[config.mk]
export PLATFORM = sky130hd
export DESIGN_NAME = regwb_arbiter
export DESIGN_NICKNAME = d
export VERILOG_FILES = /design/src/rtl/regwb_pkg.sv /design/src/rtl/regwb_fifo.sv /design/src/rtl/regwb_arbiter.sv
export SDC_FILE = /design/constraint.sdc
export NUM_CORES = 1
export LEC_CHECK = 0
export BUFFER_PORTS_ARGS = -buffer_cell sky130_fd_sc_hd__buf_2
export CAP_MARGIN = 30
export CORE_MARGIN = 5
export CORE_UTILIZATION = 35
export DETAILED_ROUTE_END_ITERATION = 8
export PLACE_DENSITY = 0.59
export SLEW_MARGIN = 20
export SYNTH_ARGS = -nofsm -noshare
export SYNTH_HDL_FRONTEND = slang
export SYNTH_HIERARCHICAL = 1
export SYNTH_SLANG_ARGS = --single-unit
[constraint.sdc]
create_clock -name clk -period 6.4 [get_ports clk]
set_input_delay 0 -clock clk [delete_from_list [all_inputs] [get_ports clk]]
set_output_delay 0 -clock clk [all_outputs]
set_load 0.005 [all_outputs]
[src/rtl/regwb_pkg.sv]
// Shared widths, FSM state type and queue entry layout for the register-file writeback arbiter.
package regwb_pkg;

  localparam int XLEN       = 64;
  localparam int REG_ADDR_W = 5;
  localparam int NUM_REGS   = 32;

  typedef enum logic {
    ST_INIT,
    ST_RUN
  } state_t;

  typedef struct packed {
    logic [REG_ADDR_W-1:0] rd;
    logic [XLEN-1:0]       data;
  } wb_entry_t;

endpackage

[src/rtl/regwb_fifo.sv]
// Per-requester writeback queue; exposes every slot's valid bit and destination register
// so the top level can flag pending writes to the decode read addresses.
module regwb_fifo
  import regwb_pkg::*;
#(
  parameter int DEPTH = 2
) (
  input  logic                             clk,
  input  logic                             reset,
  input  logic                             i_push,
  input  wb_entry_t                        i_entry,
  input  logic                             i_pop,
  output wb_entry_t                        o_head,
  output logic                             o_full,
  output logic                             o_empty,
  output logic [DEPTH-1:0]                 o_valid,
  output logic [DEPTH-1:0][REG_ADDR_W-1:0] o_rd
);

  localparam int PTR_W = $clog2(DEPTH);

  wb_entry_t        r_mem [DEPTH];
  logic [DEPTH-1:0] r_valid;
  logic [PTR_W-1:0] r_wrPtr;
  logic [PTR_W-1:0] r_rdPtr;
  logic             w_doPush;
  logic             w_doPop;

  assign o_full   = &r_valid;
  assign o_empty  = ~|r_valid;
  assign w_doPush = i_push && !o_full;
  assign w_doPop  = i_pop && !o_empty;

  // Per-slot valid bits double as occupancy; pointers wrap naturally because DEPTH is a power of two.
  always_ff @(posedge clk or negedge reset) begin
    if (!reset) begin
      r_valid <= '0;
      r_wrPtr <= '0;
      r_rdPtr <= '0;
    end else begin
      if (w_doPush) begin
        r_valid[r_wrPtr] <= 1'b1;
        r_wrPtr          <= r_wrPtr + 1'b1;
      end
      if (w_doPop) begin
        r_valid[r_rdPtr] <= 1'b0;
        r_rdPtr          <= r_rdPtr + 1'b1;
      end
    end
  end

  always_ff @(posedge clk) begin
    if (w_doPush) begin
      r_mem[r_wrPtr] <= i_entry;
    end
  end

  assign o_head  = r_mem[r_rdPtr];
  assign o_valid = r_valid;

  always_comb begin
    o_rd = '0;
    for (int i = 0; i < DEPTH; i++) begin
      o_rd[i] = r_mem[i].rd;
    end
  end

endmodule

[src/rtl/regwb_arbiter.sv]
// Register-file write-port controller: init sweep after reset, then round-robin ALU/LSU writeback with RAW hazard flags.
// Define REGWB_STATS_EN to add the stat_grants / stat_conflicts saturating counters.
module regwb_arbiter #(
  parameter int DEPTH    = 2,
  parameter int XLEN     = 64,
  parameter int INIT_IDX = 1
) (
  input  logic            clk,
  input  logic            reset,
  output logic            init_done,
  input  logic            alu_valid,
  output logic            alu_ready,
  input  logic [4:0]      alu_rd,
  input  logic [XLEN-1:0] alu_data,
  input  logic            lsu_valid,
  output logic            lsu_ready,
  input  logic [4:0]      lsu_rd,
  input  logic [XLEN-1:0] lsu_data,
  input  logic [4:0]      ReadReg1,
  input  logic [4:0]      ReadReg2,
  output logic            hazard1,
  output logic            hazard2,
  output logic            RegWrite,
  output logic [4:0]      WriteReg,
  output logic [XLEN-1:0] WriteData
`ifdef REGWB_STATS_EN
  ,
  output logic [31:0]     stat_grants,
  output logic [31:0]     stat_conflicts
`endif
);

  import regwb_pkg::*;

  localparam int PKG_W = regwb_pkg::XLEN;

  state_t                           r_state;
  state_t                           w_nextState;
  logic [5:0]                       r_idx;
  logic                             r_rrLsu;
  logic                             r_regWrite;
  logic [REG_ADDR_W-1:0]            r_writeReg;
  logic [XLEN-1:0]                  r_writeData;

  wb_entry_t                        w_aluIn;
  wb_entry_t                        w_lsuIn;
  wb_entry_t                        w_aluHead;
  wb_entry_t                        w_lsuHead;
  wb_entry_t                        w_grantEntry;
  logic                             w_aluFull;
  logic                             w_aluEmpty;
  logic                             w_lsuFull;
  logic                             w_lsuEmpty;
  logic [DEPTH-1:0]                 w_aluValidVec;
  logic [DEPTH-1:0]                 w_lsuValidVec;
  logic [DEPTH-1:0][REG_ADDR_W-1:0] w_aluRdVec;
  logic [DEPTH-1:0][REG_ADDR_W-1:0] w_lsuRdVec;
  logic                             w_run;
  logic                             w_popAlu;
  logic                             w_popLsu;
  logic                             w_pop;
  logic                             w_both;
  logic                             w_match1;
  logic                             w_match2;

  assign w_run     = (r_state == ST_RUN);
  assign alu_ready = w_run && !w_aluFull;
  assign lsu_ready = w_run && !w_lsuFull;

  always_comb begin
    w_aluIn      = '0;
    w_aluIn.rd   = alu_rd;
    w_aluIn.data = PKG_W'(alu_data);
    w_lsuIn      = '0;
    w_lsuIn.rd   = lsu_rd;
    w_lsuIn.data = PKG_W'(lsu_data);
  end

  regwb_fifo #(.DEPTH(DEPTH)) u_aluQ (
    .clk     (clk),
    .reset   (reset),
    .i_push  (alu_valid && alu_ready),
    .i_entry (w_aluIn),
    .i_pop   (w_popAlu),
    .o_head  (w_aluHead),
    .o_full  (w_aluFull),
    .o_empty (w_aluEmpty),
    .o_valid (w_aluValidVec),
    .o_rd    (w_aluRdVec)
  );

  regwb_fifo #(.DEPTH(DEPTH)) u_lsuQ (
    .clk     (clk),
    .reset   (reset),
    .i_push  (lsu_valid && lsu_ready),
    .i_entry (w_lsuIn),
    .i_pop   (w_popLsu),
    .o_head  (w_lsuHead),
    .o_full  (w_lsuFull),
    .o_empty (w_lsuEmpty),
    .o_valid (w_lsuValidVec),
    .o_rd    (w_lsuRdVec)
  );

  always_ff @(posedge clk or negedge reset) begin
    if (!reset) begin
      r_state <= ST_INIT;
    end else begin
      r_state <= w_nextState;
    end
  end

  // r_idx[5] marks the sweep as finished; the extra INIT cycle lets the idx 31 write stand for a full cycle.
  always_comb begin
    w_nextState = r_state;
    w_popAlu    = 1'b0;
    w_popLsu    = 1'b0;
    case (r_state)
      ST_INIT: begin
        if (r_idx[5]) begin
          w_nextState = ST_RUN;
        end
      end
      ST_RUN: begin
        if (!w_aluEmpty && (w_lsuEmpty || !r_rrLsu)) begin
          w_popAlu = 1'b1;
        end else if (!w_lsuEmpty) begin
          w_popLsu = 1'b1;
        end
      end
      default: w_nextState = ST_INIT;
    endcase
  end

  assign w_pop        = w_popAlu || w_popLsu;
  assign w_both       = w_run && !w_aluEmpty && !w_lsuEmpty;
  assign w_grantEntry = w_popLsu ? w_lsuHead : w_aluHead;

  always_ff @(posedge clk or negedge reset) begin
    if (!reset) begin
      r_idx       <= '0;
      r_rrLsu     <= 1'b0;
      r_regWrite  <= 1'b0;
      r_writeReg  <= '0;
      r_writeData <= '0;
    end else if (r_state == ST_INIT) begin
      if (!r_idx[5]) begin
        r_regWrite  <= 1'b1;
        r_writeReg  <= r_idx[4:0];
        r_writeData <= (INIT_IDX != 0) ? XLEN'(r_idx[4:0]) : '0;
        r_idx       <= r_idx + 6'd1;
      end else begin
        r_regWrite <= 1'b0;
      end
    end else begin
      r_regWrite <= w_pop && (w_grantEntry.rd != '0);
      if (w_pop) begin
        r_writeReg  <= w_grantEntry.rd;
        r_writeData <= XLEN'(w_grantEntry.data);
      end
      if (w_both) begin
        r_rrLsu <= ~r_rrLsu;
      end
    end
  end

  // A write is pending while it sits in either queue or is on the port this cycle.
  always_comb begin
    w_match1 = r_regWrite && (r_writeReg == ReadReg1);
    w_match2 = r_regWrite && (r_writeReg == ReadReg2);
    for (int i = 0; i < DEPTH; i++) begin
      w_match1 = w_match1
               || (w_aluValidVec[i] && (w_aluRdVec[i] == ReadReg1))
               || (w_lsuValidVec[i] && (w_lsuRdVec[i] == ReadReg1));
      w_match2 = w_match2
               || (w_aluValidVec[i] && (w_aluRdVec[i] == ReadReg2))
               || (w_lsuValidVec[i] && (w_lsuRdVec[i] == ReadReg2));
    end
  end

  assign hazard1   = !w_run || ((ReadReg1 != '0) && w_match1);
  assign hazard2   = !w_run || ((ReadReg2 != '0) && w_match2);
  assign init_done = w_run;
  assign RegWrite  = r_regWrite;
  assign WriteReg  = r_writeReg;
  assign WriteData = r_writeData;

`ifdef REGWB_STATS_EN
  logic [31:0] r_statGrants;
  logic [31:0] r_statConflicts;

  always_ff @(posedge clk or negedge reset) begin
    if (!reset) begin
      r_statGrants    <= '0;
      r_statConflicts <= '0;
    end else if (w_run) begin
      if (w_pop && (w_grantEntry.rd != '0) && (r_statGrants != '1)) begin
        r_statGrants <= r_statGrants + 32'd1;
      end
      if (w_both && (r_statConflicts != '1)) begin
        r_statConflicts <= r_statConflicts + 32'd1;
      end
    end
  end

  assign stat_grants    = r_statGrants;
  assign stat_conflicts = r_statConflicts;
`endif

endmodule

Word level (Yosys, flattened, before mapping)
Memories as Yosys holds them, arrays and structs flattened. Cells that the tools add are included.

Input port bits: 152. Bits in registers: 86. Memory bits (writable): 276. Memories: 2. Logic and storage cells: 137. Output and inout bits: 75.

Memory list: u_aluQ.r_mem (depth 2, bits a word 69, read ports 3, clocked after Yosys merged registers in 0, wr ports 1, RTL line regwb_fifo.sv:22) `wb_entry_t r_mem [DEPTH];`; u_lsuQ.r_mem (depth 2, bits a word 69, read ports 3, clocked after Yosys merged registers in 0, wr ports 1, RTL line regwb_fifo.sv:22).

Equality and inequality tests: 12. Bitwise operators: 9. Order comparisons: 8. Multiplexer cells: 33. Add/subtract/negate cells: 5. Reduce and logical (&&, ||, !) cells: 55.

Operator list (number): 2-to-1 mux 64 bit (3); 2-to-1 mux 69 bit (1); equality test 5 bit (10); logical AND 1 bit (28); 2-to-1 mux 1 bit (17); 2-to-1 mux 5 bit (3); nonzero test 5 bit (3); logical OR 1 bit (12); AND reduction 2 bit (5); less-than comparator 1 x 2 -> 1 bit (second input constant) (4); 2-to-1 mux 2 bit (4); adder 6 x 1 -> 6 bit (second input constant) (1); 2-to-1 mux 6 bit (1); zero test 1 bit (5); adder 1 bit (second input constant) (4); AND 2 bit (2); demux 1 bit (select 1 bit) (4); greater-or-equal comparator 1 bit (second input constant) (4); inverter 2 bit (2); OR 2 bit (2); OR reduction 2 bit (2); inverter 1 bit (3); inequality test 2 x 1 -> 1 bit (second input constant) (1); inequality test 2 bit (second input constant) (1).

Longest topological paths before layout
Gate-level depths: netlist of the first run.

Depth after elaboration: 10. Depth in mapped cells: 8. Gate-level depth less buffers: 6.

Cells and area by module
Netlist of the first run, hierarchy kept.

By module, submodules not included: regwb_fifo (instances 2, cells an instance 242, sequential area each 4244.1 µm², area each 5584.1 µm²); regwb_arbiter (instances 1, cells an instance 513, sequential area each 1951.9 µm², area each 4665.7 µm²).

Least setup slack after synthesis of the first run
OpenSTA, ideal clock, no wires.

Kind: register to register. Start point: reg r_state (netlist: init_done). End point: mem u_aluQ/r_mem[0][0] (netlist name) (enable). Buffers on the path: 1. Library setup time: 504 ps. Setup slack: 1503 ps. Data arrival time: 4392 ps. Data required time: 5896 ps. Period minus slack after synthesis: 4897 ps. Stages on the path, launching flop included: 6. Cells stage by stage: dfrtp_1 buf_2 nor2b_1 and2_1 a21boi_0 nor2b_1.

Longest elaborated chain between the ends: 5.

Ends and longest elaborated chain: from (decl) (RTL line regwb_arbiter.sv:37) `state_t r_state;`; from (signal assigned) (RTL line regwb_arbiter.sv:109) `r_state <= w_nextState;`; logical AND 1 bit (RTL line regwb_arbiter.sv:67) `assign alu_ready = w_run && !w_aluFull;`; net alu_ready (RTL line regwb_arbiter.sv:12) `output logic alu_ready,`; logical AND 1 bit (RTL line regwb_arbiter.sv:82) `.i_push (alu_valid && alu_ready),`; logical AND 1 bit (RTL line regwb_fifo.sv:31) `assign w_doPush = i_push && !o_full;`; 2-to-1 mux 1 bit (RTL line regwb_fifo.sv:53) `if (w_doPush) begin`; 2-to-1 mux 1 bit (implied by the code) (RTL line regwb_fifo.sv:54) `r_mem[r_wrPtr] <= i_entry;`; to (decl) (RTL line regwb_fifo.sv:22).

The timed path passes the listed nets, and every way through them passes these cells.

Worst setup path in the final report of the first run
Start point: reg r_state (netlist: init_done). End point: mem u_aluQ/r_mem[0][64] (netlist name) (enable).

Longest elaborated chain between the ends: 5.

Ends and longest elaborated chain (RTL line): logical AND 1 bit (regwb_arbiter.sv:67); logical AND 1 bit (regwb_arbiter.sv:82); logical AND 1 bit (regwb_fifo.sv:31); 2-to-1 mux 1 bit (regwb_fifo.sv:53); 2-to-1 mux 1 bit (implied by the code) (regwb_fifo.sv:54).

Every way passes these cells.

==> results of run 1 <==
-- area by class of cell --
type / count / area, um2 / share of cell area (%)
repair buffers: 383 / 2760 / 13.9
multi-input cells: 544 / 4750 / 23.9
clock buffers: 51 / 1020 / 5.13
flip-flops and latches: 362 / 10500 / 52.6
well taps: 600 / 751 / 3.78
clock inverters: 19 / 138 / 0.692
inverters: 2 / 7.51 / 0.0378
diodes: 4 / 10.0 / 0.0503
-- critical path, stage by stage (launching register included) --
cell,delay [ns]
dfrtp_4,0.64
buf_16,0.30
nor2b_1,0.20
and2_1,0.19
a21boi_0,0.40
nor2b_4,0.74
buf_4,0.72
-- registers in the layout, summed over array words and instances (netlist names), 2 cells and up --
| name | flops |
|---|---|
| WriteData | 64 |
| u_lsuQ/r_mem | 138 |
| u_aluQ/o_valid | 2 |
| r_idx | 6 |
| u_aluQ/r_mem | 138 |
| u_lsuQ/o_valid | 2 |
| WriteReg | 5 |
-- cells by family (layout without fill, tap and decap cells) --
group | count (synthesis) | after routing
simple gates | 178 | 178
xor+xnor | 59 | 59
mux | 148 | 148
fa+ha+maj | 1 | 1
buf+inv | 91 | 455
other cells | 0 | 4
compound gates | 158 | 158
flops | 362 | 362
-- path summary, 6_finish.rpt --
kind,start,endpoint,slack (ns),cells past startpoint
worst max-delay path,init_done,u_aluQ/r_mem[0][64],2.76,6
worst min-delay path,reset,r_idx[5],0.12,3
worst max register to register,init_done,u_aluQ/r_mem[0][64],2.76,6
worst min register to register,r_idx[5],r_idx[5],0.50,1
max in group asynchronous,reset,u_aluQ/r_rdPtr,5.68,4
min in group clk,lsu_data[24],u_lsuQ/r_mem[1][24],0.19,2
-- report_power, final --
| group | switching, uW | internal, uW | total, uW |
|---|---|---|---|
| Combinational | 1510 | 1620 | 3140 |
| Sequential | 594 | 3320 | 3910 |
| Clock | 876 | 1170 | 2040 |
-- synth_stat cells, types with 9 or more instances --
cell / n
a22o_1: 59
buf_12: 14
buf_2: 18
buf_4: 20
clkbuf_1: 32
dfrtp_1: 86
edfxtp_1: 276
mux2_4: 134
nand2_1: 123
nand3_1: 10
nor4_1: 11
o211ai_1: 60
o21ai_0: 9
xnor2_1: 15
xor2_1: 44
-- stage by stage --
stage	utilization (%)	cell area [um2]	total power [uW]	setup WS (ns)	hold WS, ns
final	44.1	19900	9090	2.76	0.117
after global routing	44.1	19900	9630	2.54	0.150
after CTS	44.0	19800	9240	2.54	0.161
after detailed placement	38.3	17200	7100	2.56	-0.0822
after global placement	38.1	17200	6980	2.70	-0.0856
after floorplan	-	15800	6230	1.50	-0.296
-- metal layers --
layer | routed length [um] | part of all wire, % | vias up
met1 | 17600 | 45 | 4636
met3 | 2140 | 5.5 | 47
met5 | 0 | 0 | -
li1 | - | - | 4399
met2 | 18500 | 47 | 242
met4 | 748 | 1.9 | 0
-- what timing repair did --
action / CTS / global route
hold buffers: 142 / 0
resized for setup: 0 / 0
setup buffers: 0 / 0
endpoints found under the hold margin: 299 / 0
==> impl_metrics.toml, run 1 <==
[critical_path]
worstSetupEndpointType = "flip-flop"
cp-start-kind = "flip-flop"
setup.worst_path.class = "flip-flop to flip-flop"
cp_max_fo = 55
required_ns = 6.53
crit_arrival_ns = 3.77

[outcome]
status = "finished clean"

[global_route]
grtUsageMet3_pct = 3.61
track_usage_pct = 15.4
antenna_found_initial = 4
grt_max_degree = 81
top_usage_layer = "met2"
use_met2_pct = 25.1
met1_usage_pct = 21.2
grt_pass1_vias = 10000
grt_pass1_wl_um = 60400
overflow = 0

[sta]
hold_viol = 0
worstMarginPinSlew_ns = 0.924
slew_headroom_pct = 38.4
final.setup.tns_ns = 0
setup_viol_count_final = 0
final.min_clock_period_ns = 3.64
report.final.slew_viol_count = 0
period_share_pct = 56.8
finClkSkew_ns = 0.0283
fmax_mhz = 275
rsz0062_at_grt = "false"

[placed_design]
place_congestion = 0.853
dp_hpwl_um = 25400
portBuffers = 226
dp_cells = 1746

[floorplan]
die_h_um = 223
fp-row-count = 78
fp.dieW_um = 223
core_um2 = 45100
io_pins = 227
initial_core_util_pct = 35.1
die_area_um2 = 49600

[clocking]
cts-root-buf = "clkbuf_16"
path_clk_slew_ns = 0.06
clkLatencyLatePin_ns = 0.53
tritoncts = "done"
h-tree-depth = 2
cts_sinks = 362
numCtsBuffers = 38
max-clock-path-buffers = 3

[layout]
drive_above_1_share_pct = 33.4
final_cell_mix = "edfxtp_1 (276), buf_2 (226), dlygate4sd3_1 (141)"
fin_nets = 1484
final_common_cell = "edfxtp_1"
area_growth_syn_to_layout_pct = 25.6
fillers = 4103
stdcell_count = 1965

[power]
p_per_area_nw_per_um2 = 457
p_leak_uw = 0.00812
ir_worst_vdd_v = 0.000192

[synthesis]
synth_top_family_by_area = "multiplexers"
synth_compound_area_share_pct = 7.77
synth_xor_area_share_pct = 3.26
seq_area_frac_synth_pct = 65.9
syn_nets = 1150
synth-main-ff-cell = "edfxtp_1"
synthesis.area_um2 = 15800
synthDistinctLibCells = 45
synthTopCellsByArea = "edfxtp_1 (52%), dfrtp_1 (14%), mux2_4 (13%)"
synthAdderAreaFrac_pct = 0.0790
yosysTopAreaCellShare_pct = 52.3
synthCells = 997
ys_warn_count = 6
postSynthAreaPerCell_um2 = 15.9
yosys.area_share.simple_pct = 4.96
async_reset_ff_share_pct = 23.8
yosys.area.top_type = "edfxtp_1"
synth_mux_area_share_pct = 13.6
synth-edff-count = 276
synth-seq-cells = 362

[detailed_routing]
drc = 0
avgRoutedWirePerCell_um = 19.9
avgViaCountPerCell = 4.75
dr.pass1.iters = 4
vias = 9324
first_iter_violations = 563
routed_wl_um = 39000
ant_nets = 0

[job]
max_cap_viol_count = 0

[min_path]
min_path_type = "primary input to async pin"
Power figures use the tool's default switching activity.
==> run 2: changes to the inputs <==
PLACE_DENSITY = 0.61   (was 0.59)
clock period = 3.32 ns   (was 6.4 ns; I/O delays follow)
==> run 2 against run 1 <==
Net effect:
- clock power grew 110%
- sequential cell count stayed put
- sequential share of layout area down 0.41 points
- clock-buffer cell count rose by 4
- largest power group unchanged
==> impl_metrics.toml, run 2 (synthesized netlist as in run 1, its figures left out) <==
[power]
power_uw = 18000
p_leak_uw = 0.00821
p_per_area_nw_per_um2 = 897
ir_worst_vdd_v = 0.000515

[sta]
final.setup.tns_ns = 0
slew_headroom_pct = 37.9
final.min_clock_period_ns = 2.79
fmax_mhz = 358
report.final.slew_viol_count = 0
finClkSkew_ns = 0.0108
worstMarginPinSlew_ns = 0.931
rsz0062_at_grt = "false"
hold_viol = 0
setup_viol_count_final = 0
period_share_pct = 84.2

[clocking]
tritoncts = "done"
path_clk_slew_ns = 0.06
numCtsBuffers = 39
h-tree-depth = 2
max-clock-path-buffers = 3
clkLatencyLatePin_ns = 0.54
cts-root-buf = "clkbuf_16"
cts_sinks = 362

[detailed_routing]
ant_nets = 0
routed_wl_um = 39900
dr.pass1.iters = 5
vias = 9585
first_iter_violations = 550
avgViaCountPerCell = 4.86
avgRoutedWirePerCell_um = 20.2
drc = 0

[critical_path]
setup.worst_path.class = "flip-flop to flip-flop"
crit_arrival_ns = 2.97
required_ns = 3.49
cp-startpoint = "init_done"
crit-reg2reg-launch = "init_done"
cp-start-kind = "flip-flop"
cp_max_fo = 41
worstSetupEndpointType = "flip-flop"

[floorplan]
core_um2 = 45100
io_pins = 227
initial_core_util_pct = 35.1
die_area_um2 = 49600
fp.dieW_um = 223
die_h_um = 223
fp-row-count = 78

[layout]
drive_above_1_share_pct = 33.9
ff_latch_area_um2 = 10500
fillers = 4059
final_common_cell = "edfxtp_1"
final_util_pct = 44.5
area_growth_syn_to_layout_pct = 26.6
final_cell_mix = "edfxtp_1 (276), buf_2 (225), dlygate4sd3_1 (141)"
fin_nets = 1494
multi_input_area_um2 = 4750

[global_route]
overflow = 0
grt_pass1_vias = 10300
antenna_found_initial = 3
track_usage_pct = 15.9
grt_pass1_wl_um = 61500
grt_max_degree = 74

[placed_design]
portBuffers = 226
dp_hpwl_um = 25200
place_congestion = 0.828

[job]
max_cap_viol_count = 0

[outcome]
status = "finished clean"

[min_path]
min_path_type = "primary input to async pin"
-- run 2: where the power goes --
part           switching [uW]  total (uW)  internal, uW  leakage, uW
Sequential                876        7270          6390      0.00357
Clock                    1730        4240          2510     0.000619
Combinational            3270        6480          3210      0.00402
Total                    5870       18000         12100      0.00821
-- run 2: layout make-up --
type	count	share of cell area, %
flip-flops and latches	362	52.2
multi-input cells	544	23.7
repair buffers	392	14.1
clock buffers	55	5.58
well taps	600	3.75
clock inverters	16	0.680
inverters	2	0.0375
diodes	2	0.0250
-- run 2: metrics by stage --
stage	area (um2)	instances	hold WS (ns)	worst slack, ns
finish	20000	1973	0.0204	0.525
global route	20000	1973	0.0450	0.305
CTS	20000	1970	0.144	0.517
detailed placement	17400	1758	0.192	0.530
global placement	17400	1758	0.187	0.567
floorplan	15900	997	-0.296	0.479
-- run 2: critical path: stages (launching register included) --
cell and delay [ns]:
dfrtp_4 0.77, nor2b_1 0.22, and2_1 0.18, a21boi_0 0.40, nor2b_4 0.23, buf_4 0.59
-- run 2: metal layers --
metal / vias to the layer above / global-route usage [%] / routed length (um)
met5: - / 0 / 13
met2: 263 / 26.7 / 19300
met4: 2 / 4.98 / 1010
li1: 4427 / - / -
met3: 65 / 3.21 / 2230
met1: 4828 / 20.9 / 17300
-- run 2: worst paths after layout --
kind | to | slack, ns | depth (start not counted)
worst min-delay path | WriteData[7] | 0.02 | 2
min in group clk | u_lsuQ/r_mem[0][35] | 0.18 | 2
worst max-delay path | u_aluQ/r_mem[0][50] | 0.53 | 5
max in group asynchronous | WriteData[32] | 2.58 | 3
worst max register to register | u_aluQ/r_mem[0][50] | 0.53 | 5
worst min register to register | r_idx[5] | 0.49 | 1
-- run 2: repair_timing --
item                                    CTS  global route
buffers inserted                          0             0
hold endpoints to repair                344             0
gates resized for setup                   0             0
endpoints found under the setup margin    0             0
hold buffers                            141             0
==> run 3: changes to the inputs <==
ABC_AREA = 1   (was not set)
clock period = 2.5 ns   (was 3.32 ns; I/O delays follow)
==> run 3 against run 2 <==
Net effect:
- first-iteration DRC count is 69% higher
- synthesized area is 4.5% lower
- fmax is 28% higher
- critical path depth stayed put
- power is 25% higher
- final cell count is 23% higher
- sequential cell count stayed put
==> impl_metrics.toml, run 3 <==
[outcome]
status = "finished clean"

[synthesis]
synthDistinctLibCells = 29
synthCells = 1465
synthesis.area_um2 = 15100
synth-edff-count = 276
async_reset_ff_share_pct = 23.8
synthTopCellsByArea = "edfxtp_1 (55%), nand2_1 (16%), dfrtp_1 (14%)"
postSynthAreaPerCell_um2 = 10.3
ys_warn_count = 6
yosysMostFrequentCell = "nand2_1"
yosysTopAreaCellShare_pct = 54.8
synth-main-ff-cell = "edfxtp_1"
seq_area_frac_synth_pct = 69.1
syn_nets = 1618
synth_common_cells = "nand2_1 (629), edfxtp_1 (276), nor2_1 (128)"
synth-seq-cells = 362
yosys.area.top_type = "edfxtp_1"

[min_path]
min_path_type = "primary input to async pin"

[clocking]
clkLatencyLatePin_ns = 0.54
cts_resized = 0
path_clk_slew_ns = 0.06
cts_sinks = 362
h-tree-depth = 2
cts_setup_buffers = 0
tritoncts = "done"
max-clock-path-buffers = 3
cts-root-buf = "clkbuf_16"
numCtsBuffers = 37

[sta]
slew_headroom_pct = 43.5
rsz0062_at_grt = "false"
timing.hold.ws_ns = 0.0695
finalWorstSetupSlack_ns = 0.314
report.final.slew_viol_count = 0
worstMarginPinSlew_ns = 0.848
period_share_pct = 87.4
fmax_mhz = 457
final.setup.tns_ns = 0
finClkSkew_ns = 0.0186
final.min_clock_period_ns = 2.19
setup_viol_count_final = 0
hold_viol = 0

[critical_path]
crit_arrival_ns = 2.35
cp_max_fo = 70
worstSetupEndpointType = "flip-flop"
required_ns = 2.66
r2r-end = "u_aluQ/r_mem[1][28]"
rr_worst_depth = 5
setup.worst_path.class = "flip-flop to flip-flop"
worst-r2r-setup-slack_ns = 0.31
crit-reg2reg-launch = "init_done"
cp-start-kind = "flip-flop"

[detailed_routing]
ant_nets = 0
drc = 0
dr.pass1.iters = 6
avgViaCountPerCell = 4.62
first_iter_violations = 927
routed_wl_um = 42800
vias = 11200
avgRoutedWirePerCell_um = 17.6

[placed_design]
portBuffers = 226
place_congestion = 0.900
place_ws_ns = 0.342
dp_hpwl_um = 28400

[power]
p_leak_uw = 0.00835
pwr-share-comb_pct = 34.6
p_int_uw = 14100
p_per_area_nw_per_um2 = 1160
power_uw = 22400
ir_worst_vdd_v = 0.000803
swShare_pct = 37.2
power_switching_uw = 8340
pwr-share-clk_pct = 23.9
seq_power_share_pct = 41.5

[floorplan]
fp-row-count = 76
die_h_um = 218
io_pins = 227
fp.dieW_um = 218
core_um2 = 42900
die_area_um2 = 47400
initial_core_util_pct = 35.2

[layout]
area_growth_syn_to_layout_pct = 27.9
drive_above_1_share_pct = 17.3
final_util_pct = 45.1
fin_nets = 1965
final_cell_mix = "nand2_1 (629), edfxtp_1 (276), buf_2 (225)"
final_common_cell = "nand2_1"

[global_route]
grt_max_degree = 72
grt_pass1_vias = 10900
antenna_found_initial = 8
grt_pass1_wl_um = 64700
track_usage_pct = 17.6
overflow = 0

[job]
max_cap_viol_count = 0
## run 3: changes by cell type in the layout (fill, tap and decap cells not counted), moves of 38 or more
cell      delta
o211ai_1    -59
nor2_1     +120
mux2_4     -134
inv_1       +54
o21ai_1     +58
a22o_1      -59
xor2_1      -38
nand2_1    +506
o21ai_0     +74
## run 3: timing repair
action | 4_1_cts | 5_1_grt
hold endpoints to repair | 364 | 0
hold buffers | 141 | 0
setup endpoints to repair | 0 | 0
## run 3: worst max path at each step
stage | startpoint | end | slack [ns] | cells past startpoint
after floorplan | init_done | u_aluQ/r_mem[1][0] | 0.01 | 5
after global placement | init_done | u_lsuQ/r_mem[1][10] | 0.45 | 5
after detailed placement | init_done | u_aluQ/r_mem[1][34] | 0.34 | 5
after CTS | init_done | u_aluQ/r_mem[1][26] | 0.33 | 5
after global routing | init_done | u_aluQ/r_mem[1][29] | 0.17 | 5
final | init_done | u_aluQ/r_mem[1][28] | 0.31 | 5
## run 3: critical path: stages (launching register included)
cell	delay [ns]
dfrtp_1	0.50
inv_2	0.20
nor3b_1	0.35
nand3_1	0.20
clkinvlp_4	0.13
buf_12	0.32
## run 3: per-stage QoR
step	std cells	area (um2)
2_1_floorplan	1465	15100
3_3_place_gp	2217	16700
3_5_place_dp	2217	16700
4_1_cts	2426	19300
5_1_grt	2430	19300
6_report	2431	19300
## run 3: power groups by stage
stage                     logic (uW)  registers, uW  clock network, uW
after floorplan                 5110           9210                  0
after CTS                       7890           9320               5480
after detailed placement        7690           9420                  0
after global routing            8770           9470               5720
after global placement          7570           9400                  0
final                           7760           9310               5360
## run 3: cells by family (layout without fill, tap and decap cells)
group                      after synthesis  count (layout)  synth area share [%]
xor gates and xnor gates                 6               6                 0.348
other                                    0               5                     0
adders and majority gates                1               1                0.0828
buffers and inverters                  147             523                  5.07
AOI/OAI and AO/OA                      158             158                  5.36
and+or+nand+nor                        791             791                  20.1
DFF                                    362             362                  69.1
## run 3: cell type report
| class | count | area, um2 |
|---|---|---|
| Inverter | 67 | 274 |
| Tap cell | 585 | 732 |
| Multi-Input combinational cell | 956 | 3940 |
| Fill cell | 4031 | 23600 |
| Sequential cell | 362 | 10400 |
| Clock inverter | 21 | 198 |
| Antenna cell | 5 | 12.5 |
| Clock buffer | 47 | 963 |
| Timing Repair Buffer | 388 | 2770 |
## run 3: per-layer routing
| layer | track usage (%) | routed length (um) |
|---|---|---|
| met5 | 0 | 27 |
| met4 | 4.77 | 917 |
| met3 | 3.65 | 3010 |
| met2 | 28.0 | 19600 |
| met1 | 24.9 | 19200 |
